<file path="config.mk">
export PLATFORM = sky130hd
export DESIGN_NAME = des_key_sequencer
export DESIGN_NICKNAME = d
export VERILOG_FILES = /design/src/rtl/des_key_sequencer_pkg.sv /design/src/rtl/key_schedule.sv /design/src/rtl/perm_PC1.sv /design/src/rtl/des_key_sequencer.sv
export SDC_FILE = /design/constraint.sdc
export NUM_CORES = 1
export LEC_CHECK = 0
export CAP_MARGIN = 40
export CORE_UTILIZATION = 55
export DETAILED_ROUTE_END_ITERATION = 16
export PLACE_DENSITY = 0.73
export RECOVER_POWER = 25
export REMOVE_ABC_BUFFERS = 1
export SLEW_MARGIN = 20
export SYNTH_ARGS = -nofsm -noshare
export SYNTH_HDL_FRONTEND = slang
export SYNTH_SLANG_ARGS = --single-unit
</file>
<file path="constraint.sdc">
create_clock -name clk -period 15.1 [get_ports clk]
set_input_delay 1.51 -clock clk [delete_from_list [all_inputs] [get_ports clk]]
set_output_delay 1.51 -clock clk [all_outputs]
set_load 0.01 [all_outputs]
</file>
<file path="src/rtl/des_key_sequencer_pkg.sv">
`default_nettype none
// +----------------------------------------------------------------------+
// | des_key_sequencer_pkg                                                |
// | Shared encodings and widths for the DES key-schedule sequencer.      |
// | Revision: 1.0                                                        |
// +----------------------------------------------------------------------+
package des_key_sequencer_pkg;

    typedef enum logic [1:0] {
        ST_IDLE   = 2'd0,
        ST_EXPAND = 2'd1,
        ST_SERVE  = 2'd2
    } state_t;

    localparam int NROUNDS = 16;

    localparam logic MODE_ENC = 1'b0;
    localparam logic MODE_DEC = 1'b1;

    localparam int W_KEY    = 64;
    localparam int W_CD     = 56;
    localparam int W_SUBKEY = 48;

endpackage : des_key_sequencer_pkg
`default_nettype wire

</file>
<file path="src/rtl/key_schedule.sv">
`default_nettype none
// +----------------------------------------------------------------------+
// | key_schedule                                                         |
// | One DES key-schedule round: rotate C and D, then PC2 to a subkey.    |
// | Revision: 1.0                                                        |
// +----------------------------------------------------------------------+
module key_schedule
    import des_key_sequencer_pkg::*;
(
    input  logic [W_CD-1:0]     x,
    input  logic [3:0]          i,
    output logic [W_SUBKEY-1:0] k_round,
    output logic [W_CD-1:0]     r_round
);

    localparam int c_pc2 [W_SUBKEY] = '{
        14, 17, 11, 24,  1,  5,
         3, 28, 15,  6, 21, 10,
        23, 19, 12,  4, 26,  8,
        16,  7, 27, 20, 13,  2,
        41, 52, 31, 37, 47, 55,
        30, 40, 51, 45, 33, 48,
        44, 49, 39, 56, 34, 53,
        46, 42, 50, 36, 29, 32
    };

    logic        w_single;
    logic [27:0] w_c;
    logic [27:0] w_d;
    logic [27:0] w_c_rot;
    logic [27:0] w_d_rot;

    assign w_single = (i == 4'd0) || (i == 4'd1) || (i == 4'd8) || (i == 4'd15);
    assign w_c      = x[W_CD-1:28];
    assign w_d      = x[27:0];
    assign w_c_rot  = w_single ? {w_c[26:0], w_c[27]} : {w_c[25:0], w_c[27:26]};
    assign w_d_rot  = w_single ? {w_d[26:0], w_d[27]} : {w_d[25:0], w_d[27:26]};
    assign r_round  = {w_c_rot, w_d_rot};

    generate
        for (genvar j = 0; j < W_SUBKEY; j++) begin : g_pc2
            assign k_round[W_SUBKEY-1-j] = r_round[W_CD-c_pc2[j]];
        end
    endgenerate

endmodule : key_schedule
`default_nettype wire

</file>
<file path="src/rtl/perm_PC1.sv">
`default_nettype none
// +----------------------------------------------------------------------+
// | perm_PC1                                                             |
// | DES permuted choice 1: 64-bit key to 56-bit C||D, parity dropped.    |
// | Revision: 1.0                                                        |
// +----------------------------------------------------------------------+
module perm_PC1
    import des_key_sequencer_pkg::*;
(
    input  logic [W_KEY-1:0] din,
    output logic [W_CD-1:0]  dout
);

    // DES bit numbering: bit 1 is the MSB of the vector.
    localparam int c_pc1 [W_CD] = '{
        57, 49, 41, 33, 25, 17,  9,
         1, 58, 50, 42, 34, 26, 18,
        10,  2, 59, 51, 43, 35, 27,
        19, 11,  3, 60, 52, 44, 36,
        63, 55, 47, 39, 31, 23, 15,
         7, 62, 54, 46, 38, 30, 22,
        14,  6, 61, 53, 45, 37, 29,
        21, 13,  5, 28, 20, 12,  4
    };

    generate
        for (genvar j = 0; j < W_CD; j++) begin : g_pc1
            assign dout[W_CD-1-j] = din[W_KEY-c_pc1[j]];
        end
    endgenerate

endmodule : perm_PC1
`default_nettype wire

</file>
<file path="src/rtl/des_key_sequencer.sv">
`default_nettype none
// +----------------------------------------------------------------------+
// | des_key_sequencer                                                    |
// | Expands a DES key into 16 buffered subkeys, then streams them in     |
// | encrypt or decrypt order over a valid/ready handshake.               |
// | Revision: 1.0                                                        |
// +----------------------------------------------------------------------+
module des_key_sequencer
    import des_key_sequencer_pkg::*;
(
    input  logic                clk,
    input  logic                rst,
    input  logic                req,
    input  logic                mode,
    input  logic [W_KEY-1:0]    key,
    output logic                busy,
    output logic                k_valid,
    input  logic                k_ready,
    output logic [W_SUBKEY-1:0] k,
    output logic [3:0]          k_idx,
    output logic                done
);

    localparam logic [3:0] c_last = 4'(NROUNDS - 1);

    state_t              r_state;
    state_t              w_state_nxt;
    logic [W_CD-1:0]     r_x;
    logic                r_mode;
    logic [3:0]          r_cnt;
    logic [3:0]          r_ptr;
    logic [3:0]          r_xfer;
    logic                r_busy;
    logic                r_kvalid;
    logic                r_done;
    logic                w_done_nxt;
    logic                w_fire;
    logic [W_SUBKEY-1:0] r_buf [NROUNDS];
    logic [W_CD-1:0]     w_pc1;
    logic [W_CD-1:0]     w_r_round;
    logic [W_SUBKEY-1:0] w_k_round;

    perm_PC1 u_pc1 (
        .din  (key),
        .dout (w_pc1)
    );

    key_schedule u_ks (
        .x       (r_x),
        .i       (r_cnt),
        .k_round (w_k_round),
        .r_round (w_r_round)
    );

    assign w_fire = r_kvalid & k_ready;

    always_ff @(posedge clk or posedge rst) begin
        if (rst) begin
            r_state <= ST_IDLE;
        end else begin
            r_state <= w_state_nxt;
        end
    end

    always_comb begin
        w_state_nxt = r_state;
        w_done_nxt  = 1'b0;
        unique case (r_state)
            ST_IDLE: begin
                if (req) begin
                    w_state_nxt = ST_EXPAND;
                end
            end
            ST_EXPAND: begin
                if (r_cnt == c_last) begin
                    w_state_nxt = ST_SERVE;
                end
            end
            ST_SERVE: begin
                if (w_fire && (r_xfer == c_last)) begin
                    w_state_nxt = ST_IDLE;
                    w_done_nxt  = 1'b1;
                end
            end
            default: begin
                w_state_nxt = ST_IDLE;
            end
        endcase
    end

    // Status outputs are registered from the next state so they line up with r_state.
    always_ff @(posedge clk or posedge rst) begin
        if (rst) begin
            r_busy   <= 1'b0;
            r_kvalid <= 1'b0;
            r_done   <= 1'b0;
        end else begin
            r_busy   <= (w_state_nxt != ST_IDLE);
            r_kvalid <= (w_state_nxt == ST_SERVE);
            r_done   <= w_done_nxt;
        end
    end

    always_ff @(posedge clk or posedge rst) begin
        if (rst) begin
            r_x    <= '0;
            r_mode <= MODE_ENC;
            r_cnt  <= 4'd0;
            r_ptr  <= 4'd0;
            r_xfer <= 4'd0;
        end else begin
            unique case (r_state)
                ST_IDLE: begin
                    if (req) begin
                        r_x    <= w_pc1;
                        r_mode <= mode;
                        r_cnt  <= 4'd0;
                    end
                end
                ST_EXPAND: begin
                    r_x <= w_r_round;
                    if (r_cnt == c_last) begin
                        r_ptr  <= (r_mode == MODE_DEC) ? c_last : 4'd0;
                        r_xfer <= 4'd0;
                    end else begin
                        r_cnt <= r_cnt + 4'd1;
                    end
                end
                ST_SERVE: begin
                    // Counters hold on the final transfer so ptr stays inside the buffer.
                    if (w_fire && (r_xfer != c_last)) begin
                        r_xfer <= r_xfer + 4'd1;
                        r_ptr  <= (r_mode == MODE_ENC) ? r_ptr + 4'd1 : r_ptr - 4'd1;
                    end
                end
                default: begin
                    r_cnt <= 4'd0;
                end
            endcase
        end
    end

    always_ff @(posedge clk) begin
        if (r_state == ST_EXPAND) begin
            r_buf[r_cnt] <= w_k_round;
        end
    end

    assign busy    = r_busy;
    assign k_valid = r_kvalid;
    assign done    = r_done;
    assign k       = r_kvalid ? r_buf[r_ptr] : '0;
    assign k_idx   = r_kvalid ? r_ptr : 4'd0;

endmodule : des_key_sequencer
`default_nettype wire

</file>
### Word level (Yosys, flattened, before mapping)

Memories as Yosys holds them, arrays and structs flattened.
Index checks and enable logic that the tools add are counted.

* $add $sub $neg: 4
* equality and inequality tests: 12
* muxes and demuxes: 25
* bitwise gates (word level): 2
* reduce and logical (&&, ||, !) cells: 14

Operators with widths (number)
* 56-bit case mux with 2 select lines: 1
* 28-bit two-way mux: 2
* 56-bit two-way mux: 1
* 48-bit two-way mux: 1
* 4-bit two-way mux: 9
* 4-bit case mux with 2 select lines: 2
* 4-bit by 1-bit adder with 4-bit output (second input constant): 3
* 4-bit == test (second input constant): 3
* 4-bit case mux with 3 select lines: 1
* 2-bit != test (second input constant): 4
* 2-bit two-way mux: 3
* 2-bit case mux with 3 select lines: 1
* 3-bit AND reduction: 2
* 2-bit nonzero test: 3
* 2-bit == test (second input constant): 2
* 4-bit by 1-bit == test with 1-bit output (second input constant): 1
* 4-bit logical NOT: 1
* 1-bit two-way mux: 4
* 4-bit != test (second input constant): 1
* 2-bit AND reduction: 2
* 4-bit by 1-bit subtractor with 4-bit output (second input constant): 1
* 1-bit logical OR: 3
* 2-bit by 1-bit == test with 1-bit output (second input constant): 1
* 1-bit logical AND: 2
* 3 further kinds: 3

* flip-flop bits (word level): 74
* RAM bits: 768
* bits of input ports: 69
* memories: 1

Memory list
* r_buf: depth 16, width 48, rd ports 1, clocked after Yosys merged registers in 0, wr ports 1, RTL line des_key_sequencer.sv:38 `logic [W_SUBKEY-1:0] r_buf [NROUNDS];`

### Logic depth before layout (Yosys ltp)

* word-level depth: 6
* depth in mapped cells: 9

### Modules after synthesis

From an unflattened synthesis, not the netlist that was laid out.

* cell total of the unflattened synthesis: 1984
* area total of the unflattened synthesis: 35331.4 um^2

Modules (own cells, without submodules)
* des_key_sequencer: instances 1, cells each 1616, area each 32718.9 um^2
* key_schedule: instances 1, cells each 312, area each 2192.1 um^2
* perm_PC1: instances 1, cells each 56, area each 420.4 um^2

### Worst setup path before layout

Ideal clock, no wire load.

* kind: flip-flop to flip-flop
* start point: register r_state[1]
* end point: memory r_buf[0][0], enable pin
* library setup time: 513 ps
* arrival time: 4326 ps
* required time: 14587 ps
* setup slack: 10261 ps
* stages on the path, launching flop included: 6
* period minus slack after synthesis: 4839 ps
* path through: dfrtp_1 nor2b_1 clkbuf_1 clkbuf_1 nand2_1 nor3_1

* word-level cells in the longest chain between the ends: 3

Ends and longest elaborated chain
* from (decl): RTL line des_key_sequencer.sv:26 `state_t r_state;`
* from (signal assigned): RTL line des_key_sequencer.sv:61 `r_state <= w_state_nxt;`
* 2-bit by 1-bit == test with 1-bit output: RTL line des_key_sequencer.sv:144 `if (r_state == ST_EXPAND) begin`
* 1-bit two-way mux: RTL line des_key_sequencer.sv:144
* 1-bit two-way mux (not written as such): RTL line des_key_sequencer.sv:145 `r_buf[r_cnt] <= w_k_round;`
* to (decl): RTL line des_key_sequencer.sv:38

No other way between the ends.

### Worst setup path in the final report

* start point: register r_ptr[0]
* end point: output port k[16]

* word-level cells in the longest chain between the ends: 2

Ends and longest elaborated chain
* from (decl): RTL line des_key_sequencer.sv:31 `logic [3:0] r_ptr;`
* from (signal assigned): RTL line des_key_sequencer.sv:123 `r_ptr <= (r_mode == MODE_DEC) ? c_last : 4'd0;`
* from (signal assigned): RTL line des_key_sequencer.sv:133 `r_ptr <= (r_mode == MODE_ENC) ? r_ptr + 4'd1 : r_ptr - 4'd1;`
* memory 16 x 48 bit
* 48-bit two-way mux: RTL line des_key_sequencer.sv:152 `assign k = r_kvalid ? r_buf[r_ptr] : '0;`
* to (decl): RTL line des_key_sequencer.sv:19 `output logic [W_SUBKEY-1:0] k,`

No other way between the ends.

==> impl_metrics.yaml <==
outcome:
  status: "finished with violations"
  violations: "capacitance limit, slew limit"
detailed_routing:
  drt_iter0_drc: 2022
  num_vias: 17466
  drc: 0
  postRouteAntennaNets: 0
  dr.pass1.iters: 6
  viasPerCell: 6.440
  routed_wl_um: 79100
  wl_per_cell_um: 29.17
worst_setup_path:
  r2r_end: "r_x[0]$_DFFE_PP0P_"
  path_cells: "buf_4 > buf_16 > buf_4 > buf_12 > mux2_2 > nand2_1 > o211ai_1 > o211ai_1 > o21ai_0 > clkdlybuf4s50_1"
  rr_worst_depth: 6
  path_buf_inv: 5
  crit_family: "buffers and inverters"
  critPathLaunch: "r_ptr[0]$_DFFE_PP0P_"
  worstSetupStartpointType: "flop"
  endpoint: "k[16]"
  worstSetupPathType: "reg -> out"
  arrival_ps: 4510
  crit_cells: 10
  reg2reg_slack_ps: 10250
  worstReg2RegStart: "r_cnt[0]$_DFFE_PP0P_"
  cp_slowest_cell: "dfrtp_4"
  setup.worst_path.end_class: "output pin"
  cpPeakStageDelay_ps: 840
  required_ps: 13590
  worstPathMaxFanout: 43
global_routing:
  antenna_found_initial: 1
  grt.overflow.total: 0
  grt_max_degree: 56
  grt_pass1_vias: 17676
  grt.total_usage: 0.2575
  grt_pass1_wl_um: 115700
power:
  cellPowerDensity_nw_per_um2: 215.8
  irDropWorstVdd_mv: 0.1196
  p_leak_nw: 12.86
logic_synthesis:
  synth_area_um2: 33570
  ys_warn_count: 0
  asyncSetResetFlopFracSynth: 0.08789
  synth_enable_flop_cells: 768
  ys.flop_type: "edfxtp_1"
  yosysMostFrequentCell: "edfxtp_1"
  syn_avg_cell_area_um2: 19.60
  synth_area_leaders: "edfxtp_1 69%, mux4_2 10%, dfrtp_1 5.5%"
  synth_top_area_cell: "edfxtp_1"
  netlist_instances: 1713
  synth_top_area_frac: 0.6870
  synth_common_cells: "768 x edfxtp_1, 156 x mux4_2, 88 x nand2_1"
  ys_seq_area_frac: 0.7421
  ys_types: 46
  synth-seq-cells: 842
placed_design:
  dp_hpwl_um: 43780
  pre_cts_ws_ps: 9401
  place.gp.congestion: 0.8261
  placed_cell_area_um2: 36040
  place.port_buffers: 115
sta:
  slew_viol_final: 140
  period_share: 0.3984
  fin_ws_ps: 9085
  period_minus_slack_ps: 6015
  worstMarginPinSlew_ps: 3306
  slew_headroom: -1.204
  fin_skew_ps: 21.42
  setup_tns_ps: 0
  timing.fmax_mhz: 166.2
  setup_viol: 0
  rsz0062_at_grt: "no"
  whs_ps: 549.8
  hold_viol_final: 0
finish:
  utilization: 0.6394
  synthToLayoutAreaGrowth_pct: 14.96
  fill_cells: 3980
  antenna_cells: 0
  drive_above_1_share: 0.2166
  final_area_um2: 38590
  nNetsFinal: 1942
clocking:
  clkTransAtPathRegs_ps: 60
  cts_sinks: 842
  cts_root_buffer: "clkbuf_16"
  cts.htree.levels: 3
  clk_latency_ps: 620
  cts_setup_buffers: 0
  cts-resized-gates: 0
  postCtsHoldBufs: 0
  cts_buffers: 80
  cts_buffer_depth: 3
  cts_tree: "built"
floorplan:
  dieArea_um2: 62030
  row_count: 90
  die_w_um: 249.1
  ios: 124
  core_area_um2: 60360
  start_util: 0.5562
  dieHeight_um: 249.1
min_path:
  hold_class: "reg -> reg"
flow_run:
  cap_violations: 3
[cells by family (layout without fill, tap and decap cells)]
group	count (synthesis)	count (layout)	synth area share
flip-flops	842	842	0.7421
multiplexers	320	320	0.1587
AO/OA/AOI/OAI	227	227	0.05046
AND/OR/NAND/NOR	195	195	0.02758
buffers and inverters	117	334	0.01685
adder cells (fa/ha/maj)	8	8	0.003205
XOR/XNOR	4	4	0.001044
[tightest hold or removal path, delay by kind of cell, from the launching register on]
kind | cells | cell delay, ps
flip-flops | 1 | 360
AO/OA/AOI/OAI | 2 | 150
[worst min-delay path by stage]
stage | end | start | cells after the start | slack, ps
global placement | r_x[31]$_DFFE_PP0P_ | r_x[31]$_DFFE_PP0P_ | 2 | 530
global route | r_x[31]$_DFFE_PP0P_ | r_x[31]$_DFFE_PP0P_ | 2 | 590
finish | r_x[38]$_DFFE_PP0P_ | r_x[38]$_DFFE_PP0P_ | 2 | 550
detailed placement | r_x[38]$_DFFE_PP0P_ | r_x[38]$_DFFE_PP0P_ | 2 | 530
floorplan | r_x[13]$_DFFE_PP0P_ | r_x[13]$_DFFE_PP0P_ | 2 | 500
CTS | r_x[38]$_DFFE_PP0P_ | r_x[38]$_DFFE_PP0P_ | 2 | 550
[area by class of cell]
| class | count | area (um^2) | share of cell area |
|---|---|---|---|
| Inverter | 10 | 38.79 | 0.001005 |
| Tap cell | 782 | 978.4 | 0.02535 |
| Multi-Input combinational cell | 754 | 8095 | 0.2098 |
| Clock inverter | 28 | 316.6 | 0.008202 |
| Timing Repair Buffer | 177 | 1964 | 0.05090 |
| Sequential cell | 842 | 24930 | 0.6458 |
| Clock buffer | 119 | 2275 | 0.05894 |
[flip-flops by register name, summed over array words and instances (netlist names)]
name     cells
r_xfer       4
r_mode       1
r_state      2
r_buf      768
r_ptr        4
busy         1
k_valid      1
r_x         56
done         1
r_cnt        4
[stage by stage]
step / cells / power, mW
floorplan: 1606 / 5.748
global placement: 2540 / 6.189
detailed placement: 2559 / 6.396
CTS: 2706 / 8.379
global route: 2712 / 8.642
finish: 2712 / 8.330
[cells in the final DEF, fill, tap and decap left out, drive strengths merged, types with 5 or more instances in the layout]
cell           synthesis  layout
nand3                  7       7
ha                     7       7
nand2                 88      88
clkbuf                47     123
a22oi                 62      62
nand3b                31      31
mux2i                 85      85
o221a                 31      31
clkdlybuf4s50          0     113
a21o                  19      19
inv                   10      11
bufinv                 0       7
a211oi                 6       6
nor2                  44      44
o21ai                 33      33
buf                   60      58
o211ai                27      27
nor2b                 10      10
dfrtp                 74      74
edfxtp               768     768
nor3                   5       5
a32oi                  5       5
o22ai                 11      11
mux4                 156     156
clkinv                 0      19
mux2                  79      79
a21oi                 22      22
[per-layer routing]
metal | up-vias | track usage | wire [um]
met5 | - | 0 | 13
met4 | 2 | 0.08007 | 1600
met3 | 115 | 0.05475 | 7159
met2 | 897 | 0.4017 | 37950
met1 | 9121 | 0.3690 | 32380
li1 | 7331 | - | -
[report_power, final]
part / leakage [nW] / total (mW) / internal (mW) / switching (mW)
sequential: 7.80 / 3.83 / 3.59 / 0.241
combinational: 3.80 / 2.51 / 0.973 / 1.54
clock: 1.26 / 1.99 / 1.16 / 0.823
Note: power is estimated with default switching activity, not from simulation.
